`src/rtl/hermes_flit_tx.sv`:
```
// hermes_flit_tx: credit-based serialiser of header, size and payload flits into a Hermes router input port.
module hermes_flit_tx #(
  parameter int FLIT_SIZE = 32,
  parameter int CNT_WIDTH = 16
) (
  input  logic                 clk_i,
  input  logic                 rst_i,
  input  logic                 start_i,
  input  logic [FLIT_SIZE-1:0] header_i,
  input  logic [FLIT_SIZE-1:0] size_i,
  output logic                 ready_o,
  output logic                 err_o,
  input  logic                 pl_valid_i,
  input  logic [FLIT_SIZE-1:0] pl_data_i,
  output logic                 pl_ready_o,
  output logic                 rx_o,
  output logic [FLIT_SIZE-1:0] data_o,
  input  logic                 credit_i,
  output logic                 done_o,
  output logic                 busy_o,
  output logic [CNT_WIDTH-1:0] pkt_cnt_o
);
  typedef enum logic [2:0] {IDLE, HEADER, SIZE, PAYLOAD, DONE} state_t;
  state_t state, state_n;
  logic [FLIT_SIZE-1:0] hdr_q, size_q, rem_q;
  logic zero_size, accept;
  assign zero_size = size_i == '0;
  assign accept = ready_o && start_i && !zero_size;
  assign ready_o = state == IDLE;
  assign busy_o = state != IDLE;
  assign done_o = state == DONE;
  always_ff @(posedge clk_i) begin
    if (rst_i) begin
      state <= IDLE;
      hdr_q <= '0;
      size_q <= '0;
      rem_q <= '0;
      pkt_cnt_o <= '0;
      err_o <= 1'b0;
    end else begin
      state <= state_n;
      err_o <= ready_o && start_i && zero_size;
      if (accept) begin
        hdr_q <= header_i;
        size_q <= size_i;
        rem_q <= size_i;
      end
      if (state == PAYLOAD && rx_o) rem_q <= rem_q - 1'b1;
      if (done_o) pkt_cnt_o <= pkt_cnt_o + 1'b1;
    end
  end
  // Router-side outputs depend only on state, credit and payload handshake, never on start_i.
  always_comb begin
    state_n = state;
    rx_o = 1'b0;
    data_o = '0;
    pl_ready_o = 1'b0;
    case (state)
      IDLE: state_n = accept ? HEADER : IDLE;
      HEADER: begin
        data_o = hdr_q;
        rx_o = credit_i;
        state_n = credit_i ? SIZE : HEADER;
      end
      SIZE: begin
        data_o = size_q;
        rx_o = credit_i;
        state_n = credit_i ? PAYLOAD : SIZE;
      end
      PAYLOAD: begin
        data_o = pl_data_i;
        rx_o = pl_valid_i && credit_i;
        pl_ready_o = rx_o;
        state_n = (rx_o && rem_q == FLIT_SIZE'(1)) ? DONE : PAYLOAD;
      end
      DONE: state_n = IDLE;
      default: state_n = IDLE;
    endcase
  end
endmodule

```
`config.mk`:
```
export PLATFORM = sky130hd
export DESIGN_NAME = hermes_flit_tx
export DESIGN_NICKNAME = d
export VERILOG_FILES = /design/src/rtl/hermes_flit_tx.sv
export SDC_FILE = /design/constraint.sdc
export NUM_CORES = 1
export LEC_CHECK = 0
export ABC_CLOCK_PERIOD_IN_PS = 2350
export BUFFER_PORTS_ARGS = -buffer_cell sky130_fd_sc_hd__buf_2
export CORE_MARGIN = 2
export CORE_UTILIZATION = 30
export CTS_BUF_LIST = sky130_fd_sc_hd__clkbuf_4 sky130_fd_sc_hd__clkbuf_8
export CTS_CLUSTER_DIAMETER = 40
export DETAILED_ROUTE_END_ITERATION = 12
export GPL_ROUTABILITY_DRIVEN = 0
export PLACE_DENSITY_LB_ADDON = 0.2
export SLEW_MARGIN = 20
export SYNTH_ARGS = -nofsm -noshare
export SYNTH_HDL_FRONTEND = slang
export SYNTH_SLANG_ARGS = --single-unit
export TNS_END_PERCENT = 10
```
`constraint.sdc`:
```
create_clock -name clk_i -period 2.35 [get_ports clk_i]
set_input_delay 0.1175 -clock clk_i [delete_from_list [all_inputs] [get_ports clk_i]]
set_output_delay 0.1175 -clock clk_i [all_outputs]
set_load 0.005 [all_outputs]
```
==> impl_metrics.py <==
metrics = {
    "placement": {
        "port_buffers": 154,
        "place_inst": 1068,
        "hpwl_mm": 13.6,
    },
    "min_path": {
        "hold_path.class": "input pin to flop",
        "hold_end": "size_q[14]$_SDFFE_PP0P_",
        "hold_start": "size_i[14]",
        "whs_path_depth": 3,
    },
    "layout": {
        "final_cell_mix": "153 x buf_2, 141 x nand2_1, 115 x dfxtp_1",
        "nets": 1007,
        "final_common_cell": "buf_2",
        "antennaDiodeCount": 0,
        "drive_gt1_share_pct": 29.7,
        "finalNonFillerCells": 1150,
        "area_growth_pct": 36.6,
        "post-route-util_pct": 41.8,
    },
    "worst_setup_path": {
        "max_stage_delay_ps": 480,
        "critPathSlowestCell": "or2_1",
        "arrival_ps": 2120,
        "r2r-start": "rem_q[25]$_SDFFE_PP0P_",
        "cp-start-kind": "flop",
        "crit_fanout": 8,
        "rr_endpoint": "state[0]$_SDFF_PP0_",
        "required_ps": 2230,
        "crit_chain": "nand4b_1 -> or2_1 -> inv_2 -> buf_2",
        "ff2ff_path_depth": 5,
        "worstSetupPathType": "flop to output port",
        "endpoint_kind": "output port",
        "regToRegSetupSlack_ps": 180,
    },
    "logic_synthesis": {
        "synth_edf_count": 0,
        "synth-seq-cells": 116,
        "synth_area_um2": 5740,
        "syn_avg_cell_area_um2": 8.13,
        "postSynthCellCount": 706,
        "yosysTopAreaCellShare_pct": 40.4,
        "synth_ff_type": "dfxtp_1",
        "synth_top_area_cell": "dfxtp_1",
        "synthTopCellsByArea": "dfxtp_1 40%, nand2_1 9.2%, a21oi_1 6.5%",
        "ys_seq_area_share_pct": 40.4,
        "async_flop_share_pct": 0,
        "synth_cell_types": 60,
        "synth_nets": 810,
        "yosys_warnings": 0,
    },
    "timing": {
        "min_period_ps": 2240,
        "rsz0062_at_grt": "true",
        "skew_ps": 12.3,
        "relSlewSlack_pct": 63.0,
        "max_freq_mhz": 447,
        "hold_slack_ps": 32.1,
        "setup_viol": 0,
        "tns_ps": 0,
        "min_period_over_period_pct": 95.1,
        "worstMarginPinSlew_ps": 550,
        "slew_viol_final": 0,
        "hold_viol": 0,
    },
    "routing": {
        "post_drt_wl_per_cell_um": 16.6,
        "dr_total_vias": 5880,
        "drcViolationCount": 0,
        "postRouteAntennaNets": 0,
        "vias_per_cell": 5.11,
        "detail_route.first_pass.iterations": 5,
        "drtIter0Drc": 354,
        "wl_mm": 19.1,
    },
    "clock_network": {
        "cts_buffer_depth": 2,
        "htreeDepth": 4,
        "path_clk_slew_ps": 70,
        "numCtsBuffers": 17,
        "cts_tree": "yes",
        "ctsRootBufferMaster": "clkbuf_8",
        "cts.sink_count": 116,
        "worstSkewPairLatency_ps": 440,
        "cts_setup_buffers": 0,
    },
    "power_and_ir_drop": {
        "p_sw_uw": 1460,
        "p_clk_share_pct": 42.2,
        "intPower_uw": 3920,
        "seqPwrFrac_pct": 40.3,
        "leakage_uw": 0.00322,
        "switching_share_pct": 27.1,
        "ir_drop_v": 0.000295,
        "power.density_nw_per_um2": 686,
        "power_uw": 5380,
        "p_comb_share_pct": 17.5,
    },
    "floorplan": {
        "die-width_um": 142,
        "die-area_um2": 20300,
        "start_util_pct": 30.6,
        "rows": 50,
        "io_pins": 155,
        "die_h_um": 142,
        "core_area_um2": 18800,
    },
    "outcome": {
        "status": "finished clean",
    },
    "job": {
        "maxCapViolCount": 0,
    },
    "global_routing": {
        "grt_pass1_wl_mm": 29.6,
        "overflow": 0,
        "antenna_found_initial": 0,
        "grt_max_degree": 51,
        "grt_pass1_vias": 5455,
        "grtUsageTotal_pct": 18.7,
    },
}
-- repair_timing --
action,CTS,global route
endpoints found under the setup margin,0,8
hold buffers,50,0
hold endpoints to repair,59,0
resized for setup,0,5
-- metal layers --
metal / GRT usage, % / wire, um / vias up
met2: 29.3 / 8500 / 167
met5: 0 / 0 / -
met3: 4.21 / 1080 / 14
met4: 5.52 / 203 / 0
li1: - / - / 2955
met1: 25.8 / 9300 / 2744
-- power by group through the flow --
stage / Clock, uW / Combinational [uW] / Sequential [uW]
after floorplan: 0 / 558 / 2180
after global placement: 0 / 873 / 2210
after detailed placement: 0 / 870 / 2210
after CTS: 2320 / 936 / 2160
after global routing: 2400 / 1040 / 2180
final: 2270 / 943 / 2170
-- layout make-up --
| type | count | area, um2 |
|---|---|---|
| sequential | 116 | 2320 |
| tap | 234 | 293 |
| clock buffer | 19 | 255 |
| timing repair buffer | 227 | 1530 |
| fill | 1950 | 10900 |
| inverter | 8 | 30.0 |
| multi-input combinational | 533 | 3180 |
| clock inverter | 13 | 229 |
-- synth_stat cells, drive strengths merged, types with 6 or more instances --
master and n:
a22oi 33, buf 9, o21ai 6, inv 8
or2 7, o211ai 11, clkbuf 40, nand3 19
or4 13, nor3 9, xor2 6, nor4 15
or3 18, mux2 32, nand4 8, a21oi 75
dfxtp 116, nand2 141, nor2 59, o311ai 6
a31oi 24
-- registers in the layout, summed over array words and instances, names as in the netlist --
register / flops
err_o: 1
hdr_q: 32
rem_q: 32
size_q: 32
state: 3
pkt_cnt_o: 16
-- kinds of logic after synthesis --
| group | Yosys count | share of synthesized area, % |
|---|---|---|
| flops | 116 | 40.4 |
| simple gates | 311 | 26.7 |
| fa+ha+maj | 3 | 0.654 |
| buf+inv | 57 | 4.77 |
| xor+xnor | 11 | 1.68 |
| compound gates | 172 | 18.8 |
| mux | 36 | 6.97 |
-- stage by stage --
stage	worst slack, ps	instance area (um2)
6_report	115	7840
5_1_grt	-19.0	7840
4_1_cts	82.4	7830
3_5_place_dp	96.0	6840
3_3_place_gp	134	6840
2_1_floorplan	256	5740
-- worst max-delay path, delay by kind of cell, from the launching register on --
kind                   cells  cell delay, ps
DFF                        1             360
and+or+nand+nor            2             930
buffers and inverters      2             390
-- worst max path at each step --
stage,start,to,slack (ps),cells after the start
after floorplan,rem_q[0]$_SDFFE_PP0P_,rem_q[10]$_SDFFE_PP0P_,260,7
after global placement,rem_q[0]$_SDFFE_PP0P_,rem_q[10]$_SDFFE_PP0P_,130,7
after detailed placement,rem_q[0]$_SDFFE_PP0P_,rem_q[10]$_SDFFE_PP0P_,100,7
after CTS,state[2]$_SDFF_PP0_,pl_ready_o,80,4
after global routing,state[2]$_SDFF_PP0_,pl_ready_o,-20,4
final,state[2]$_SDFF_PP0_,pl_ready_o,110,4
(Power assumes the default switching activity.)
